`src/rtl/wtm_seq_mult.sv`:
```
// Sequential 10x10 unsigned multiplier: four passes over one 5x5 Wallace tree, start/busy/done handshake.
// Optional macro WTM_SEQ_COUT_CHK_EN adds a sticky cout_err flag fed by the tree's carry-out.
`timescale 1ns/1ps

module wtm (
  input  logic [4:0] in1,
  input  logic [4:0] in2,
  output logic [9:0] result,
  output logic       cout
);
  logic [9:0] pp [5];
  logic [9:0] s1, c1, s2, c2, s3, c3;

  for (genvar i = 0; i < 5; i++) begin : g_pp
    assign pp[i] = {5'b0, in1 & {5{in2[i]}}} << i;
  end

  // Carry-save rows; bit 9 carries can never fire since the true sum is below 1024.
  assign s1 = pp[0] ^ pp[1] ^ pp[2];
  assign c1 = ((pp[0] & pp[1]) | (pp[0] & pp[2]) | (pp[1] & pp[2])) << 1;
  assign s2 = s1 ^ c1 ^ pp[3];
  assign c2 = ((s1 & c1) | (s1 & pp[3]) | (c1 & pp[3])) << 1;
  assign s3 = s2 ^ c2 ^ pp[4];
  assign c3 = ((s2 & c2) | (s2 & pp[4]) | (c2 & pp[4])) << 1;
  assign {cout, result} = {1'b0, s3} + {1'b0, c3};
endmodule

module wtm_seq_mult #(
  parameter int DONE_HOLD = 0
) (
  input  logic        clock,
  input  logic        reset,
  input  logic        start,
  input  logic [9:0]  a,
  input  logic [9:0]  b,
  output logic        busy,
  output logic        done,
`ifdef WTM_SEQ_COUT_CHK_EN
  output logic        cout_err,
`endif
  output logic [19:0] product
);
  localparam logic [1:0] IDLE = 2'd0;
  localparam logic [1:0] MUL  = 2'd1;
  localparam logic [1:0] DONE = 2'd2;

  logic [1:0]  state_q, state_d;
  logic [1:0]  pass_q, pass_d;
  logic [9:0]  a_q, a_d, b_q, b_d;
  logic [19:0] acc_q, acc_d, prod_q, prod_d;
  logic        done_q, done_d;
  logic [4:0]  m_in1, m_in2;
  logic [9:0]  m_res;
  logic [19:0] m_shifted, m_sum;

`ifdef WTM_SEQ_COUT_CHK_EN
  logic m_cout;
  logic err_q, err_d;

  wtm u_wtm (.in1(m_in1), .in2(m_in2), .result(m_res), .cout(m_cout));
`else
  wtm u_wtm (.in1(m_in1), .in2(m_in2), .result(m_res), .cout());
`endif

  always_comb begin
    m_in1     = 5'd0;
    m_in2     = 5'd0;
    m_shifted = {10'b0, m_res};
    if (state_q == MUL) begin
      case (pass_q)
        2'd0: begin m_in1 = a_q[4:0]; m_in2 = b_q[4:0]; m_shifted = {10'b0, m_res}; end
        2'd1: begin m_in1 = a_q[4:0]; m_in2 = b_q[9:5]; m_shifted = {5'b0, m_res, 5'b0}; end
        2'd2: begin m_in1 = a_q[9:5]; m_in2 = b_q[4:0]; m_shifted = {5'b0, m_res, 5'b0}; end
        default: begin m_in1 = a_q[9:5]; m_in2 = b_q[9:5]; m_shifted = {m_res, 10'b0}; end
      endcase
    end
  end

  assign m_sum = acc_q + m_shifted;

  always_comb begin
    state_d = state_q;
    pass_d  = pass_q;
    a_d     = a_q;
    b_d     = b_q;
    acc_d   = acc_q;
    prod_d  = prod_q;
    done_d  = done_q;
    case (state_q)
      IDLE: begin
        if (start) begin
          state_d = MUL;
          a_d     = a;
          b_d     = b;
          acc_d   = 20'd0;
          pass_d  = 2'd0;
          done_d  = 1'b0;
        end
      end
      MUL: begin
        acc_d  = m_sum;
        pass_d = pass_q + 2'd1;
        if (pass_q == 2'd3) begin
          prod_d  = m_sum;
          state_d = DONE;
          done_d  = 1'b1;
        end
      end
      DONE: begin
        state_d = IDLE;
        done_d  = (DONE_HOLD != 0);
      end
      default: state_d = IDLE;
    endcase
  end

  always_ff @(posedge clock or posedge reset) begin
    if (reset) begin
      state_q <= IDLE;
      pass_q  <= 2'd0;
      a_q     <= 10'd0;
      b_q     <= 10'd0;
      acc_q   <= 20'd0;
      prod_q  <= 20'd0;
      done_q  <= 1'b0;
    end else begin
      state_q <= state_d;
      pass_q  <= pass_d;
      a_q     <= a_d;
      b_q     <= b_d;
      acc_q   <= acc_d;
      prod_q  <= prod_d;
      done_q  <= done_d;
    end
  end

`ifdef WTM_SEQ_COUT_CHK_EN
  always_comb begin
    err_d = err_q;
    if (state_q == IDLE && start) err_d = 1'b0;
    else if (state_q == MUL && m_cout) err_d = 1'b1;
  end

  always_ff @(posedge clock or posedge reset) begin
    if (reset) err_q <= 1'b0;
    else       err_q <= err_d;
  end

  assign cout_err = err_q;
`endif

  assign busy    = (state_q == MUL) || (state_q == DONE);
  assign done    = done_q;
  assign product = prod_q;
endmodule

```
`config.mk`:
```
export PLATFORM = sky130hd
export DESIGN_NAME = wtm_seq_mult
export DESIGN_NICKNAME = d
export VERILOG_FILES = /design/src/rtl/wtm_seq_mult.sv
export SDC_FILE = /design/constraint.sdc
export NUM_CORES = 1
export LEC_CHECK = 0
export CAP_MARGIN = 40
export CORE_UTILIZATION = 40
export DETAILED_ROUTE_END_ITERATION = 8
export HOLD_SLACK_MARGIN = 0.05
export PLACE_DENSITY_LB_ADDON = 0.08
export SETUP_SLACK_MARGIN = 0.1
export SLEW_MARGIN = 20
export SYNTH_ARGS = -nofsm -noshare
export SYNTH_HDL_FRONTEND = slang
export SYNTH_SLANG_ARGS = --single-unit
```
`constraint.sdc`:
```
create_clock -name clock -period 6.05 [get_ports clock]
set_clock_uncertainty 0.05 [all_clocks]
set_input_delay 1.21 -clock clock [delete_from_list [all_inputs] [get_ports clock]]
set_output_delay 1.21 -clock clock [all_outputs]
set_load 0.02 [all_outputs]
```
Word level (Yosys, flattened, before mapping):

Cells that the tools add are included.
W data, S select, Z words.

* memory bits (read-only): 0
* memory bits (writable): 0
* register bits: 65
* output and inout bits: 22
* memories kept: 0
* logic and storage cells: 72
* input bits: 23
* latch bits: 0

* bitwise logic cells: 26
* shifts and indexed selects: 0
* $add $sub $neg: 3
* reduce and logical (&&, ||, !) cells: 13
* divide/modulo/power cells: 0
* order comparisons: 0
* muxes and demuxes: 16
* $mul: 0
* equality and inequality tests: 7

Operator list (count)
* $pmux W20 S2: 2
* $or A9 B9 Y9: 5
* $mux W20: 2
* $and A9 B9 Y9: 4
* $and A5 B5 Y5: 5
* $add A20 B20 Y20: 1
* $mux W5: 4
* $xor A10 B10 Y10: 2
* $and A9 B8 Y9: 2
* $add A10 B10 Y10: 1
* $xor A10 B8 Y10: 1
* $xor A10 B9 Y10: 1
* $or A9 B7 Y9: 1
* $pmux W2 S2: 2
* $reduce_and A2 Y1: 4
* $and A5 B7 Y7: 1
* $and A6 B7 Y7: 1
* $xor A6 B7 Y7: 1
* $and A5 B6 Y6: 1
* $eq A2 B2 Y1 const B: 3
* $mux W2: 3
* $reduce_or A2 Y1: 3
* $xor A5 B6 Y6: 1
* $eq A2 B1 Y1 const B: 2
* other kinds (10): 12

Longest topological paths before layout:

* depth in word-level cells: 19
* gate-level depth with buffers: 29
* mapped depth without buffers: 29

Modules after synthesis:

From an unflattened synthesis, not the netlist that was laid out.

* cells, all modules: 460
* area, all modules: 4455.5 sq um

Modules (own cells, without submodules)
* wtm_seq_mult: instances 1, area each 3834.9 sq um, seq. area each 1626.6 sq um, cells each 386
* wtm: instances 1, area each 620.6 sq um, seq. area each 0.0 sq um, cells each 74

Worst setup path after synthesis:

OpenSTA, ideal clock, no wires.

* path type: reg-to-reg
* start: reg pass_q[0]
* end: reg acc_q[19]
* setup time: 0.132 ns
* buffers on the path: 0
* setup slack: -0.011 ns
* stages on the path, launching flop included: 27
* clock period less this slack: 6.061 ns
* arrival time: 5.880 ns
* data required time: 5.868 ns
* path through: dfrtp_1 > inv_1 > ha_1 > nor2_1 > nand2_1 > a21boi_0 > nand2_1 > fa_1 > fa_1 > fa_1 > inv_1 > ha_1 > inv_1 > fa_1 > inv_1 > a21o_1 > a21oi_1 > xnor2_1 > a22o_1 > ha_1 > and3_4 > and3_4 > a211oi_4 > o21bai_4 > and2_4 > mux2i_1 > or3b_1

* word-level cells in the longest chain between the ends: 19
* elaborated cells on any way between the ends: 41
* classes of those cells: add/sub: 2; eq/ne: 2; mux: 7; bitwise: 26; reduce/logical: 4

RTL lines
* start: declaration: line 48 `logic [1:0] pass_q, pass_d;`
* start signal: assignment: line 128 `pass_q <= pass_d;`
* $eq A2 B1 Y1 (tied with other cells): line 70 `case (pass_q)`
* $reduce_or A2 Y1 (no source line)
* $mux W5: line 70
* $mux W5: line 69 `if (state_q == MUL) begin`
* $and A5 B5 Y5: line 15 `assign pp[i] = {5'b0, in1 & {5{in2[i]}}} << i;`
* $and A5 B6 Y6 / $and A5 B7 Y7 (equally long branches): line 20 `assign c1 = ((pp[0] & pp[1]) | (pp[0] & pp[2]) | (pp[1] & pp[2])) << 1;`
* $or A9 B9 Y9: line 20
* $or A9 B7 Y9: line 20
* $and A9 B9 Y9: line 22 `assign c2 = ((s1 & c1) | (s1 & pp[3]) | (c1 & pp[3])) << 1;`
* $or A9 B9 Y9 (2 in series): line 22
* $and A9 B9 Y9: line 24 `assign c3 = ((s2 & c2) | (s2 & pp[4]) | (c2 & pp[4])) << 1;`
* $or A9 B9 Y9 (2 in series): line 24
* $add A10 B10 Y10: line 25 `assign {cout, result} = {1'b0, s3} + {1'b0, c3};`
* $pmux W20 S2: line 70
* $mux W20 (*): line 69
* $add A20 B20 Y20 (*): line 79 `assign m_sum = acc_q + m_shifted;`
* $pmux W20 S2 (*): line 89 `case (state_q)`
* end signal: assignment: line 123 `acc_q <= 20'd0;`
* end signal: assignment: line 131 `acc_q <= acc_d;`
* end: declaration: line 50 `logic [19:0] acc_q, acc_d, prod_q, prod_d;`

Mark *: on every way between the ends. The rest lies on a longest branch, timed or not.
A chain may end at the register's enable or synchronous reset.

Worst setup path in the final report:

* start: reg pass_q[1]
* end: reg acc_q[19]

The elaborated chain is that of the path after synthesis.

==> metrics.txt <==
Reg clk slew, reported paths 0.05 ns; crit start category flop; Global Route Usage Sum 0.2022; pin count of the biggest net entering global routing 66; Area Growth Syn to Fin 33.54%; first-pass GRT wire length 17570 µm; Mean Syn Cell Area 9.641 µm²; 1st-pass router iterations 4; Leakage 2.823 nW; CORE AREA 10980 µm²; worst IR drop on VDD 0.2535 mV; post-route cell area 6077 µm²; vias in the first global route 3650; Top FF cell, synth dfrtp_1; initial antenna violation count 0; max-slew violations 0; Final WS setup 0.1890 ns; clock sink count 65; Iteration-0 DRC Markers 97; die height 108.7 µm; drt total wl 10920 µm; vias 3633; # IOs 45; RSZ-0062 raised after global routing true; critical path class reg -> reg; final hold vios 0; pwr/cell area 475.3 nW/µm²; worst reg2reg path startpoint pass_q[1]; Routed WL per cell 15.43 µm; CP peak stage delay 0.56 ns; Final Critical Period 5.861 ns; Worst Tran Pin Value 0.7546 ns; Post-CTS Hold Buffers 0; Required @ worst endpoint 6.22 ns; critical path startpoint pass_q[1]; grt total ovfl 0; post-DP HPWL 8096 µm; Antenna diodes 0; DR DRC count 0; port buffer count 44; final setup TNS 0 ns; Horiz. Die Dim 108.7 µm; clk buf depth 2; die area 11810 µm²; sequential-to-total area share from yosys stat 0.3574; clk_lat worst skew 0.35 ns; fin crit share 0.9688; CP Max Fanout 4; fill count 1009; placed cell areas 5414 µm²; Reg area 1627 µm²; multi-input logic area 3015 µm²; WHS 0.4208 ns; number of warnings issued by yosys 0; Placer Congestion 0.8841; total chip power 2.889 mW; Seq cells post-synth 65; status finished, final reports clean; crit path DAT 6.03 ns; hold_sp product[4]; Syn Nets 544; cell repeated most along the worst path fa_1; MaxCap Viol Count 0; Starting Density 0.4143; number of distinct library cells after synthesis 51; CTS tree built; critical path's slowest cell fa_1; Hold WC Path Type reg -> reg; Final nets 635; Post-Place Worst Slack -0.1998 ns; Worst setup EP type flop; Final Setup Violations 0; via-per-instance ratio 5.131; Mapped Cells 472; TritonCTS Buffers 9; Routed Antenna Nets 0; share of post-route cells with drive strength above 1 0.2623; H-tree Lvls 3; Max Fclk 170.6 MHz; mapped cell area 4551 µm²; Post-synth ARST share 1.000; Rel. slew slack 0.4957; root buffer cell clkbuf_16; row count 38; Post-synth EDFFs 0
[sequential cells by signal (all words and copies together) (netlist names)]
register  count
product      20
b_q          10
pass_q        2
a_q          10
state_q       2
done          1
acc_q        20
[logic make-up after synthesis]
group / Yosys count / synth area share
mux: 35 / 0.08551
compound gates: 113 / 0.1743
xor+xnor: 18 / 0.03464
buf+inv: 43 / 0.03574
simple gates: 149 / 0.1562
flops: 65 / 0.3574
fa+ha+maj: 49 / 0.1562
[routing by layer]
layer / wire, µm / vias to the layer above / GRT usage
met4: 337 / 0 / 0.1062
met2: 5391 / 52 / 0.3458
met3: 306 / 19 / 0.03766
met5: 0 / - / 0
met1: 4889 / 1724 / 0.2408
li1: - / 1838 / -
[final timing paths]
path / to / slack [ns] / cells past startpoint
min in group asynchronous: pass_q[1] / 1.18 / 3
worst max-delay path: acc_q[19] / 0.19 / 28
max in group asynchronous: acc_q[12] / 4.23 / 4
worst min-delay path: product[4] / 0.42 / 2
worst max register to register: acc_q[19] / 0.19 / 28
worst min register to register: product[4] / 0.42 / 2
[layout by cell type, fill, tap and decap left out, types with 5 or more instances in the layout]
cell type / n
dfrtp_1: 65
nand2_1: 64
buf_4: 45
clkdlybuf4s50_1: 44
ha_1: 28
mux2_2: 27
o21ai_0: 25
nor2_1: 22
inv_1: 22
a22o_1: 17
a21oi_1: 15
and2_1: 13
fa_1: 11
clkbuf_16: 9
xnor2_1: 8
a21o_1: 8
nand2b_1: 7
xor2_1: 6
o21ai_1: 6
mux2i_1: 6
nor2b_1: 6
nand3_1: 5
a21oi_2: 5
and3_1: 5
inv_2: 5
ha_4: 5
[report_power, final]
| group | internal [mW] | switching (mW) | leakage [nW] |
|---|---|---|---|
| Combinational | 0.796 | 0.891 | 1.83 |
| Sequential | 0.593 | 0.0978 | 0.846 |
| Clock | 0.320 | 0.190 | 0.149 |
[critical path: cells and delay by family (launching register included)]
kind | cells | cell delay [ns]
flops | 1 | 0.38
compound gates | 5 | 0.72
simple gates | 7 | 1.31
xor+xnor | 1 | 0.14
fa+ha+maj | 7 | 2.40
buf+inv | 6 | 0.52
mux | 2 | 0.21
[synth_stat cells (8+ instances only)]
master | number | area (µm²)
nor2_1 | 24 | 90.09
inv_1 | 28 | 105.1
mux2_2 | 27 | 304.0
ha_1 | 36 | 450.4
a22o_1 | 17 | 148.9
xnor2_1 | 11 | 96.34
clkbuf_1 | 14 | 52.55
fa_1 | 13 | 260.3
dfrtp_1 | 65 | 1627
a21oi_1 | 20 | 100.1
o21ai_0 | 30 | 150.1
a21o_1 | 8 | 60.06
nand2_1 | 68 | 255.2
nand2b_1 | 9 | 56.30
and2_1 | 13 | 81.33
[cell type report]
cell class                 instances  area share
clock buffer                      14     0.04674
clock inverter                     2    0.001647
inverter                          28     0.01771
multi-input combinational        364      0.4962
sequential                        65      0.2677
tap                              140     0.02882
timing repair buffer              95      0.1412
[metrics by stage]
step,std cells,utilization
floorplan,472,-
finish,708,0.5533
CTS,699,0.5302
detailed placement,680,0.4929
global placement,679,0.4916
global route,708,0.5533
[what timing repair did]
item | in CTS | in global routing
resized for setup | 20 | 40
setup endpoints to repair | 17 | 18
setup buffers | 3 | 7
pin swaps | 8 | 17
hold endpoints to repair | 0 | 0
Note: power is estimated with default switching activity, not from simulation.
